<file path="src/rtl/exp_result_buffer.sv">
// Elastic output stage for the exp evaluator: Q7.25 -> Q4.12 round/saturate,
// small FWFT FIFO with back-pressure and saturating debug counters.
module exp_result_buffer #(
  parameter int WIDTHIN  = 32,
  parameter int WIDTHOUT = 16,
  parameter int DEPTH    = 4,
  parameter int CNTW     = 16
) (
  input  logic                clk,
  input  logic                reset,
  input  logic                i_valid,
  output logic                o_ready,
  input  logic [WIDTHIN-1:0]  i_y,
  output logic                o_valid,
  input  logic                i_ready,
  output logic [WIDTHOUT-1:0] o_z,
  output logic [CNTW-1:0]     o_result_cnt,
  output logic [CNTW-1:0]     o_sat_cnt
);

  localparam int AW = $clog2(DEPTH);
  localparam logic [AW-1:0] PTR_ONE = AW'(1);
  localparam logic [AW:0]   OCC_ONE = (AW+1)'(1);
  localparam logic [AW:0]   OCC_FULL = (AW+1)'(DEPTH);

  logic [WIDTHOUT-1:0] mem [DEPTH];
  logic [AW-1:0]       wr_ptr;
  logic [AW-1:0]       rd_ptr;
  logic [AW:0]         occ;

  logic [15:0] t;
  logic        r;
  logic        sat;
  logic [15:0] z;
  logic        full;
  logic        empty;
  logic        wr;
  logic        rd;
  logic        unused_lsb;

  // Fraction bits below the rounding bit never reach the output
  assign unused_lsb = ^i_y[11:0];

  assign t   = i_y[28:13];
  assign r   = i_y[12];
  assign sat = (|i_y[31:29]) | ((&t) & r);

  always_comb begin
    z = t + {15'd0, r};
    unique case (1'b1)
      sat:     z = 16'hFFFF;
      default: ;
    endcase
  end

  assign full  = (occ == OCC_FULL);
  assign empty = (occ == '0);

  assign o_ready = ~full & reset;
  assign o_valid = ~empty;
  assign o_z     = mem[rd_ptr];

  assign wr = i_valid & o_ready;
  assign rd = o_valid & i_ready;

  always_ff @(posedge clk) begin
    if (wr) mem[wr_ptr] <= z;
  end

  always_ff @(posedge clk or negedge reset) begin
    if (!reset) begin
      wr_ptr <= '0;
      rd_ptr <= '0;
      occ    <= '0;
    end else begin
      if (wr) wr_ptr <= wr_ptr + PTR_ONE;
      if (rd) rd_ptr <= rd_ptr + PTR_ONE;
      unique case ({wr, rd})
        2'b10:   occ <= occ + OCC_ONE;
        2'b01:   occ <= occ - OCC_ONE;
        default: ;
      endcase
    end
  end

  // Debug counters stick at all-ones rather than wrap
  always_ff @(posedge clk or negedge reset) begin
    if (!reset) begin
      o_result_cnt <= '0;
      o_sat_cnt    <= '0;
    end else if (wr) begin
      if (o_result_cnt != '1)
        o_result_cnt <= o_result_cnt + CNTW'(1);
      if (sat && o_sat_cnt != '1)
        o_sat_cnt <= o_sat_cnt + CNTW'(1);
    end
  end

endmodule

</file>
<file path="config.mk">
export PLATFORM = sky130hd
export DESIGN_NAME = exp_result_buffer
export DESIGN_NICKNAME = d
export VERILOG_FILES = /design/src/rtl/exp_result_buffer.sv
export SDC_FILE = /design/constraint.sdc
export NUM_CORES = 1
export LEC_CHECK = 0
export BUFFER_PORTS_ARGS = -buffer_cell sky130_fd_sc_hd__buf_2
export CAP_MARGIN = 10
export CORE_MARGIN = 5
export CORE_UTILIZATION = 45
export DETAILED_ROUTE_END_ITERATION = 6
export PLACE_DENSITY = 0.72
export SYNTH_ARGS = -nofsm -noshare
export SYNTH_HDL_FRONTEND = slang
export SYNTH_SLANG_ARGS = --single-unit
</file>
<file path="constraint.sdc">
create_clock -name clk -period 3.9 [get_ports clk]
set_clock_uncertainty 0.15 [all_clocks]
set_input_delay 0.195 -clock clk [delete_from_list [all_inputs] [get_ports clk]]
set_output_delay 0.195 -clock clk [all_outputs]
set_load 0.1 [all_outputs]
</file>
# After elaboration in Yosys (flattened, before gate mapping)
# Memories as Yosys holds them, arrays and structs flattened.
# Index checks and enable logic that the tools add are counted.
# op_classes
n_reduce_logical	7
n_eq_ne	5
add_sub_neg	7
bitwise	7
n_mux	4
# op_table
cell	n
adder 16 x 1 -> 16 bit, second input constant	2
!= test 16 bit, second input constant	2
adder 16 x 1 -> 16 bit	1
2-to-1 mux 16 bit	1
AND reduction 16 bit	1
one-hot mux 3 bit (2 select lines)	1
adder 2 x 1 -> 2 bit, second input constant	2
AND 1 bit	4
AND reduction 2 bit	2
adder 3 x 1 -> 3 bit, second input constant	1
== test 3 bit, second input constant	1
logical NOT 3 bit	1
OR reduction 3 bit	1
subtractor 3 x 1 -> 3 bit, second input constant	1
== test 2 x 1 -> 1 bit, second input constant	1
== test 2 bit, second input constant	1
2-to-1 mux 1 bit	2
NOT 1 bit	2
nonzero test 2 bit	1
logical AND 1 bit	1
OR 1 bit	1
# word_totals
register_bits	39
mem_count	1
output_inout_bits	50
ramBits	64
input_bits	36
# memory_table
name	depth	word_bits	read_ports	rd_ports_with_merged_regs	wr	line	rtl
mem	4	16	1	0	1	26	logic [WIDTHOUT-1:0] mem [DEPTH];

# Logic depth before layout (Yosys ltp)
# Gate-level depths: netlist of the first run.
# logic_depth
word_depth	6
ltp_mapped	10
depth_no_buf	9

# Worst setup path after synthesis of the first run
# Ideal clock, no wire load.
# synth_path
path_type	register to register
start	register o_sat_cnt[7]
end	register o_sat_cnt[1]
setup_time_ps	126
arrival_ps	2390
synth_period_minus_slack_ps	2666
stages_incl_launch_ff	6
required_ps	3624
setup_slack_ps	1234
path_cell_list	dfrtp_1 nand3_1 or3_1 nor3_2 or3_4 mux2_4
# synth_between
elab_chain_cells	3
# synth_rtl
item	line	rtl
from (decl)	18	output logic [CNTW-1:0] o_sat_cnt
from (signal assigned)	95	o_sat_cnt <= o_sat_cnt + CNTW'(1);
!= test 16 bit	94	if (sat && o_sat_cnt != '1)
logical AND 1 bit	94	
AND reduction 2 bit (no source line)	--	
# Every way passes these cells.
# A chain may end at the register's enable or synchronous reset.

# Final worst setup path of the first run
# layout_path
start	register occ[0]
end	register occ[2]
# layout_between
elab_chain_cells	6
elab_cells_between_ends	13
cone_classes	2 x add/sub; 3 x eq/ne; 1 x mux; 5 x bitwise; 2 x reduce/logical
# layout_rtl
item	line	rtl
from (decl)	29	logic [AW:0] occ;
from (signal assigned)	79	2'b10: occ <= occ + OCC_ONE;
from (signal assigned)	80	2'b01: occ <= occ - OCC_ONE;
== test 3 bit	56	assign full = (occ == OCC_FULL);
NOT 1 bit	59	assign o_ready = ~full & reset;
AND 1 bit	59	
AND 1 bit	63	assign wr = i_valid & o_ready;
== test 2 x 1 -> 1 bit / == test 2 bit (equally long branches)	78	unique case ({wr, rd})
one-hot mux 3 bit (2 select lines) / nonzero test 2 bit (equally long branches)	--	
# Parallel ways exist; a longest one is shown, timed or not.

==> flow_metrics.py, run 1 <==
metrics = {
    "global_route": {
        "grt_pass1_wl_um": 14940,
        "antenna_found_initial": 0,
        "track_usage": 0.1513,
        "grt_max_degree": 41,
        "grt_pass1_vias": 2959,
        "grt.overflow.total": 0,
    },
    "drt": {
        "wl_per_cell_um": 16.62,
        "first_pass_iters": 4,
        "routed_via_density": 5.244,
        "wl_um": 8974,
        "vias": 2832,
        "ant_nets": 0,
        "route.detailed.drc": 0,
        "drt_iter0_drc": 106,
    },
    "cells_and_area": {
        "n_fill_cell": 894,
        "regArea_mm2": 0.002898,
        "fin_util": 0.5244,
        "final_area_mm2": 0.005341,
        "multiInputGateArea_mm2": 0.001643,
        "mostFrequentLayoutCells": "buf_2 (73), edfxtp_1 (64), dfrtp_1 (39)",
        "diodes": 0,
        "syn2layout_area_growth_pct": 15.69,
        "finalNetCount": 445,
        "final_common_cell": "buf_2",
        "drive_gt1_frac": 0.2921,
    },
    "timing": {
        "slew_violations": 0,
        "hold_viol_final": 0,
        "rsz0062_at_grt": "false",
        "worst_hold_slack_ns": 0.07557,
        "setup-violations-final": 0,
        "max_slew_margin": 0.3563,
        "fmax_mhz": 374.4,
        "fin_crit_ns": 2.671,
        "tns_ns": 0,
        "min_period_over_period": 0.6849,
        "tightestPinTransition_ns": 0.9611,
    },
    "critical_path": {
        "crit_required_ns": 4.02,
        "start_kind": "flop",
        "cp-end-kind": "flop",
        "worstSetupPathType": "reg -> reg",
        "cp_max_fo": 15,
        "arrival_ns": 2.80,
    },
    "worst_hold_path": {
        "hold_path_class": "in -> reg",
    },
    "synth": {
        "synthFlopType": "edfxtp_1",
        "synth_seq_cells": 103,
        "async_reset_ff_frac": 0.3786,
        "yosys.cell_types.count": 39,
        "netlist.area_leader.share": 0.4163,
        "yosys-top-cells-area": "edfxtp_1 (42%), dfrtp_1 (21%), mux4_2 (7.8%)",
        "synth_nets": 367,
        "avgSynthCellArea_um2": 14.38,
        "yosysWarnings": 0,
        "synth-edff-count": 64,
        "synth_seq_area_share": 0.6276,
        "synth_top_area_cell": "edfxtp_1",
        "synthCells": 321,
        "syn_area_mm2": 0.004617,
    },
    "clocking": {
        "clkTransAtPathRegs_ns": 0.10,
        "cts_tree": "yes",
        "cts_sinks": 103,
        "htreeDepth": 3,
        "clkLatencyLatePin_ns": 0.35,
        "cts_inserted_buffers": 9,
        "cts-root-buf": "clkbuf_8",
        "max-clock-path-buffers": 2,
    },
    "power": {
        "pwr_density_cell_mw_per_mm2": 752.0,
        "p_leak_nw": 2.074,
        "peakVddDrop_uv": 705.4,
    },
    "place": {
        "post_dp_cell_area_mm2": 0.005136,
        "portBuffers": 73,
        "dp_hpwl_um": 6200,
        "gp_congestion": 0.7803,
    },
    "die": {
        "fp.dieW_um": 111.3,
        "die-area_mm2": 0.01239,
        "rows": 37,
        "die-height_um": 111.3,
        "start_util": 0.4533,
        "io_pins": 86,
        "core_mm2": 0.01018,
    },
    "run_status": {
        "outcome": "completed",
    },
    "job": {
        "timing.max_cap.violations": 0,
    },
}
==> synth_stat cells, types with 3 or more instances <==
| master | number |
|---|---|
| xnor2_1 | 19 |
| nand4_1 | 17 |
| or3_1 | 9 |
| and3_1 | 4 |
| ha_1 | 9 |
| xor2_1 | 26 |
| nand3_1 | 23 |
| inv_1 | 7 |
| nor2_1 | 5 |
| nor3_1 | 12 |
| o21ai_0 | 6 |
| clkbuf_1 | 6 |
| dfrtp_1 | 39 |
| buf_2 | 4 |
| edfxtp_1 | 64 |
| and4_1 | 3 |
| and2_1 | 6 |
| mux4_2 | 16 |
| nand2_1 | 22 |
==> flip-flops by register name, summed over array words and instances (netlist names) <==
| register | flops |
|---|---|
| occ | 3 |
| o_sat_cnt | 16 |
| wr_ptr | 2 |
| o_result_cnt | 16 |
| rd_ptr | 2 |
| mem | 64 |
==> per-layer routing <==
layer,GRT usage,vias up,wire (um)
met5,0,-,0
met4,0.04623,0,81
met3,0.03330,8,441
met2,0.2598,73,4574
met1,0.1918,1397,3876
li1,-,1354,-
==> power by group <==
part	total, mW	internal (mW)	switching [mW]	leakage [nW]
clock network	0.662	0.300	0.361	0.0895
registers	1.47	1.32	0.150	1.06
logic	1.89	0.407	1.48	0.926
total	4.02	2.02	1.99	2.07
==> critical path: stages, from the launching register on <==
cell and delay [ns]:
dfrtp_1 0.42, or3b_1 0.43, and3_1 0.20, buf_4 0.18
inv_2 0.16, ha_1 0.20, inv_1 0.06, fa_1 0.37
xor2_1 0.15, nor2_1 0.12, xor2_1 0.15
==> path summary, 6_finish.rpt <==
kind / start / endpoint / slack [ns] / cells after the start
min in group asynchronous: reset / o_result_cnt[1]$_DFFE_PN0P_ / 0.28 / 3
max in group asynchronous: reset / o_result_cnt[15]$_DFFE_PN0P_ / 2.97 / 3
max: occ[0]$_DFFE_PN0P_ / occ[2]$_DFFE_PN0P_ / 1.23 / 10
max reg2reg: occ[0]$_DFFE_PN0P_ / occ[2]$_DFFE_PN0P_ / 1.23 / 10
min reg2reg: o_sat_cnt[12]$_DFFE_PN0P_ / o_sat_cnt[12]$_DFFE_PN0P_ / 0.35 / 1
min: i_ready / rd_ptr[0]$_DFFE_PN0P_ / 0.08 / 3
==> cells by family (layout without fill, tap and decap cells) <==
family	Yosys count	count (layout)	synth area share
buf+inv	19	102	0.01653
mux	19	19	0.08591
fa+ha+maj	10	10	0.02873
xor+xnor	45	45	0.08537
flops	103	103	0.6276
compound gates	10	10	0.01274
simple gates	115	115	0.1431
==> per-stage QoR <==
stage               worst slack (ns)  std cells  total power [mW]
finish                         1.229        540             4.017
global route                   1.042        540             4.207
CTS                            1.194        540             4.074
detailed placement             1.250        523             3.404
global placement               1.286        523             3.371
floorplan                      1.234        321             3.082
==> area by class of cell <==
type | count | share of cell area
timing repair buffer | 78 | 0.07590
tap | 136 | 0.03186
clock inverter | 6 | 0.01265
sequential | 103 | 0.5425
multi-input combinational | 199 | 0.3076
clock buffer | 10 | 0.02389
inverter | 8 | 0.005622
==> timing repair <==
item,CTS,global route
endpoints found under the hold margin,39,0
setup buffers,0,0
resized for setup,0,0
hold buffers,1,0
Note: power is estimated with default switching activity, not from simulation.
==> inputs of run 2 (changes only) <==
Settings changed: PLACE_DENSITY 0.72 to 0.74.
Clock period 3.9 ns to 2.3 ns, I/O delays scaled along.
==> run 2 against run 1 <==
- sequential power up 67%
- first-iteration DRC count down 12%
- utilization up 2.0 points
- combinational power up 80%
- wire length down 1.0%
- via count up 4.0%
- fmax up 20%
- critical path depth down 1
- design area up 3.9%
- critical path type unchanged
- largest power group unchanged
- highest routed layer unchanged
==> flow_metrics.py, run 2 (synthesis gave the netlist of run 1 again) <==
metrics = {
    "global_route": {
        "grt_pass1_vias": 3060,
        "antenna_found_initial": 0,
        "grt_pass1_wl_um": 15060,
        "grt.overflow.total": 0,
        "track_usage": 0.1508,
        "grt_max_degree": 41,
    },
    "clocking": {
        "clkLatencyLatePin_ns": 0.36,
        "cts_tree": "yes",
        "cts-root-buf": "clkbuf_8",
        "max-clock-path-buffers": 2,
        "clkTransAtPathRegs_ns": 0.11,
        "cts_sinks": 103,
        "htreeDepth": 3,
        "cts_inserted_buffers": 9,
    },
    "drt": {
        "routed_via_density": 5.287,
        "wl_um": 8882,
        "wl_per_cell_um": 15.95,
        "first_pass_iters": 4,
        "drt_iter0_drc": 93,
        "ant_nets": 0,
        "route.detailed.drc": 0,
        "vias": 2945,
    },
    "critical_path": {
        "cp-end-kind": "flop",
        "reg2regPathDepth": 9,
        "cp_max_fo": 4,
        "startpoint": "occ[1]$_DFFE_PN0P_",
        "start_kind": "flop",
        "crit_required_ns": 2.40,
        "r2r_start": "occ[1]$_DFFE_PN0P_",
        "worstSetupPathType": "reg -> reg",
        "cp-endpoint": "occ[2]$_DFFE_PN0P_",
        "arrival_ns": 2.33,
        "r2r_slack_ns": 0.07,
        "r2r_end": "occ[2]$_DFFE_PN0P_",
    },
    "die": {
        "fp.dieW_um": 111.3,
        "io_pins": 86,
        "die-height_um": 111.3,
        "core_mm2": 0.01018,
        "start_util": 0.4533,
        "die-area_mm2": 0.01239,
        "rows": 37,
    },
    "run_status": {
        "outcome": "completed",
    },
    "timing": {
        "min_period_over_period": 0.9678,
        "max_slew_margin": 0.6144,
        "slew_violations": 0,
        "rsz0062_at_grt": "false",
        "hold_viol_final": 0,
        "tightestPinTransition_ns": 0.5766,
        "fmax_mhz": 449.2,
        "setup-violations-final": 0,
        "fin_crit_ns": 2.226,
    },
    "place": {
        "gp_congestion": 0.7867,
        "portBuffers": 73,
        "post_dp_cell_area_mm2": 0.005311,
        "dp.cells": 537,
        "dp_hpwl_um": 6324,
    },
    "cells_and_area": {
        "drive_gt1_frac": 0.3895,
        "largest_register_ffs": 64,
        "regMostFlops": "mem",
        "syn2layout_area_growth_pct": 20.16,
        "final_common_cell": "buf_2",
        "top_regs": "mem x64, o_result_cnt x16, o_sat_cnt x16",
        "mostFrequentLayoutCells": "buf_2 (73), edfxtp_1 (64), xor2_1 (26)",
        "final_area_mm2": 0.005548,
        "stdcell_count": 557,
        "finalNetCount": 462,
        "diodes": 0,
    },
    "power": {
        "pwr_density_cell_mw_per_mm2": 1251,
        "peakVddDrop_uv": 1412,
        "p_leak_nw": 2.137,
    },
    "job": {
        "timing.max_cap.violations": 0,
    },
    "worst_hold_path": {
        "hold_path_class": "in -> reg",
        "whs_path_depth": 3,
    },
}
-- run 2: cell type report --
type / count / area, um^2
clock buffer: 9 / 123.9
timing repair buffer: 95 / 550.5
sequential: 103 / 2930
tap: 136 / 170.2
fill: 902 / 4637
multi-input combinational: 199 / 1677
clock inverter: 7 / 61.31
inverter: 8 / 35.03
-- run 2: what timing repair did --
| item | CTS | global route |
|---|---|---|
| hold buffers | 3 | 0 |
| pin swaps | 0 | 3 |
| buffers inserted | 0 | 1 |
| hold endpoints to repair | 44 | 0 |
| setup endpoints to repair | 6 | 11 |
| resized for setup | 2 | 3 |
-- run 2: layer usage --
layer,GRT usage,routed length (um)
met5,0,0
met4,0.02514,60
met3,0.04476,497
met2,0.2513,4408
met1,0.1996,3915
-- run 2: worst min-delay path by stage --
stage	slack, ns	from	endpoint
2_1_floorplan	-0.33	reset	o_result_cnt[0]$_DFFE_PN0P_
3_3_place_gp	0.09	reset	occ[1]$_DFFE_PN0P_
3_5_place_dp	0.09	reset	occ[1]$_DFFE_PN0P_
4_1_cts	0.003	i_y[20]	mem[0][7]$_DFFE_PP_
5_1_grt	0.02	i_y[20]	mem[1][7]$_DFFE_PP_
6_report	0.02	i_y[20]	mem[0][7]$_DFFE_PP_
-- run 2: worst max-delay path, stage by stage, from the launching register on --
cell and delay [ns]:
dfrtp_1 0.42, or3b_4 0.39, and3_4 0.20, inv_6 0.07, ha_4 0.14, inv_2 0.04
fa_2 0.33, xor2_1 0.16, nor2_1 0.07, xor2_1 0.15
-- run 2: where the power goes --
| part | total, mW | switching (mW) | internal (mW) |
|---|---|---|---|
| clock | 1.08 | 0.657 | 0.419 |
| combinational | 3.40 | 2.58 | 0.821 |
| sequential | 2.46 | 0.215 | 2.25 |
-- run 2: metrics by stage --
step | hold slack (ns) | TNS, ns | power, mW | setup slack, ns | utilization
2_1_floorplan | -0.3306 | -0.01739 | 5.271 | -0.01739 | -
3_3_place_gp | 0.08542 | 0 | 5.867 | 0.05694 | 0.5215
3_5_place_dp | 0.08771 | -0.06818 | 5.916 | -0.03344 | 0.5215
4_1_cts | 0.003474 | 0 | 7.006 | 0.005345 | 0.5431
5_1_grt | 0.02311 | 0 | 7.256 | 0.004352 | 0.5447
6_report | 0.02141 | 0 | 6.939 | 0.07401 | 0.5447
==> inputs of run 3 (changes only) <==
Settings changed: ABC_CLOCK_PERIOD_IN_PS set to 2300, CORE_UTILIZATION 45 to 31, PLACE_DENSITY 0.74 to 0.63.
==> run 3 against run 2 <==
- first-iteration DRC count rose by 82%
- combinational power rose by 4%
- worst hold slack got worse by 0.0073 ns
- wire length rose by 10%
- design area rose by 3.2%
- register-to-register slack improved by 0.02 ns
- non-clock buffer count did not move
- largest cell class unchanged
==> flow_metrics.py, run 3 (synthesis gave the netlist of run 1 again) <==
metrics = {
    "place": {
        "portBuffers": 73,
        "dp_hpwl_um": 6847,
        "gp_congestion": 0.8067,
        "dp_slack_ns": 0.01553,
    },
    "die": {
        "rows": 44,
        "die-height_um": 132.0,
        "core_mm2": 0.01459,
        "start_util": 0.3165,
        "die-area_mm2": 0.01743,
        "fp.dieW_um": 132.0,
        "io_pins": 86,
    },
    "timing": {
        "min_period_over_period": 0.9571,
        "fin_crit_ns": 2.201,
        "max_slew_margin": 0.6099,
        "tightestPinTransition_ns": 0.5833,
        "setup_ws_ns": 0.09859,
        "fmax_mhz": 454.3,
        "setup-violations-final": 0,
        "hold_viol_final": 0,
        "rsz0062_at_grt": "false",
        "slew_violations": 0,
    },
    "critical_path": {
        "worstSetupPathType": "reg -> reg",
        "crit_family": "simple AND/OR/NAND/NOR gates",
        "arrival_ns": 2.31,
        "slowest_stage": "dfrtp_1",
        "start_kind": "flop",
        "worst-path-buf-inv": 2,
        "crit_required_ns": 2.41,
        "max_stage_delay_ns": 0.39,
        "cp_max_fo": 3,
        "cp_common_cell": "xor2_1",
        "path_cells": "or3b_1 -> and3_4 -> clkinv_4 -> ha_4 -> inv_2 -> fa_2 -> xor2_1 -> nor2_1 -> xor2_1",
        "cp-end-kind": "flop",
    },
    "drt": {
        "vias": 2933,
        "drt_iter0_drc": 169,
        "first_pass_iters": 4,
        "route.detailed.drc": 0,
        "routed_via_density": 4.848,
        "ant_nets": 0,
        "wl_per_cell_um": 16.22,
        "wl_um": 9814,
    },
    "clocking": {
        "cts-root-buf": "clkbuf_16",
        "cts_sinks": 103,
        "htreeDepth": 3,
        "max-clock-path-buffers": 2,
        "clkTransAtPathRegs_ns": 0.07,
        "clkLatencyLatePin_ns": 0.34,
        "cts_inserted_buffers": 9,
        "cts_tree": "yes",
    },
    "global_route": {
        "grt_pass1_wl_um": 16160,
        "track_usage": 0.1159,
        "grt.overflow.total": 0,
        "grt_pass1_vias": 3175,
        "antenna_found_initial": 0,
        "grt_max_degree": 41,
    },
    "cells_and_area": {
        "mostFrequentLayoutCells": "buf_2 (71), edfxtp_1 (64), xor2_1 (26)",
        "regMostFlops": "mem",
        "drive_gt1_frac": 0.3895,
        "top_regs": "mem x64, o_result_cnt x16, o_sat_cnt x16",
        "diodes": 0,
        "finalNetCount": 462,
        "final_common_cell": "buf_2",
        "fin_util": 0.3923,
        "syn2layout_area_growth_pct": 23.96,
        "largest_register_ffs": 64,
    },
    "power": {
        "pwr_density_cell_mw_per_mm2": 1286,
        "p_leak_nw": 2.188,
        "peakVddDrop_uv": 1217,
    },
    "job": {
        "timing.max_cap.violations": 0,
    },
    "worst_hold_path": {
        "hold_path_class": "in -> reg",
    },
    "run_status": {
        "outcome": "completed",
    },
}
[run 3: cell types whose count changed in the layout (fill, tap and decap cells not counted), sizes merged]
cell / change
clkinv: +4
buf: +1
inv: -4
dlygate4sd3: -1
[run 3: worst paths after layout]
kind,from,endpoint,slack [ns],cells past startpoint
max in group asynchronous,reset,o_sat_cnt[7]$_DFFE_PN0P_,1.36,3
min reg2reg,o_sat_cnt[15]$_DFFE_PN0P_,o_sat_cnt[15]$_DFFE_PN0P_,0.33,1
min in group asynchronous,reset,o_result_cnt[12]$_DFFE_PN0P_,0.25,3
min,i_y[27],mem[0][14]$_DFFE_PP_,0.01,3
max,occ[1]$_DFFE_PN0P_,occ[2]$_DFFE_PN0P_,0.1,9
max reg2reg,occ[1]$_DFFE_PN0P_,occ[2]$_DFFE_PN0P_,0.1,9
[run 3: worst min-delay path, cell delays in order]
cell	delay (ns)
buf_2	0.10
xor2_1	0.06
nand2_1	0.11
[run 3: what timing repair did]
action,in CTS,in global routing
resized for setup,2,5
setup buffers,0,2
endpoints found under the hold margin,39,1
setup endpoints to repair,2,1
gates cloned,0,0
pin swaps,1,6
hold buffers,1,1
[run 3: where the power goes]
| group | internal [mW] | leakage [nW] | switching [mW] | total [mW] |
|---|---|---|---|---|
| Sequential | 2.25 | 1.02 | 0.188 | 2.44 |
| Clock | 0.736 | 0.135 | 0.665 | 1.40 |
| Combinational | 0.872 | 1.03 | 2.65 | 3.52 |
| Total | 3.86 | 2.19 | 3.50 | 7.36 |
[run 3: per-stage QoR]
| step | cell area (um^2) | instances | power, mW | hold WS (ns) | setup TNS (ns) |
|---|---|---|---|---|---|
| final | 5723 | 605 | 7.358 | 0.01416 | 0 |
| after global routing | 5723 | 605 | 7.686 | 0.04086 | 0 |
| after CTS | 5692 | 602 | 7.456 | 0.007941 | 0 |
| after detailed placement | 5401 | 585 | 6.015 | 0.1041 | 0 |
| after global placement | 5401 | 585 | 5.975 | 0.09221 | 0 |
| after floorplan | 4677 | 321 | 5.271 | -0.3306 | -0.01739 |
[run 3: metal layers]
layer,vias up,global-route usage,wire [um]
met1,1455,0.1486,4372
met2,82,0.1844,4708
met3,7,0.04580,633
met5,-,0,0
li1,1389,-,-
met4,0,0.02914,100
[run 3: layout make-up]
type | count | area [um^2]
inverter | 8 | 35.03
timing repair buffer | 95 | 578.1
multi-input combinational | 199 | 1677
sequential | 103 | 2930
fill | 1343 | 8866
clock inverter | 7 | 47.55
clock buffer | 9 | 225.2
tap | 184 | 230.2
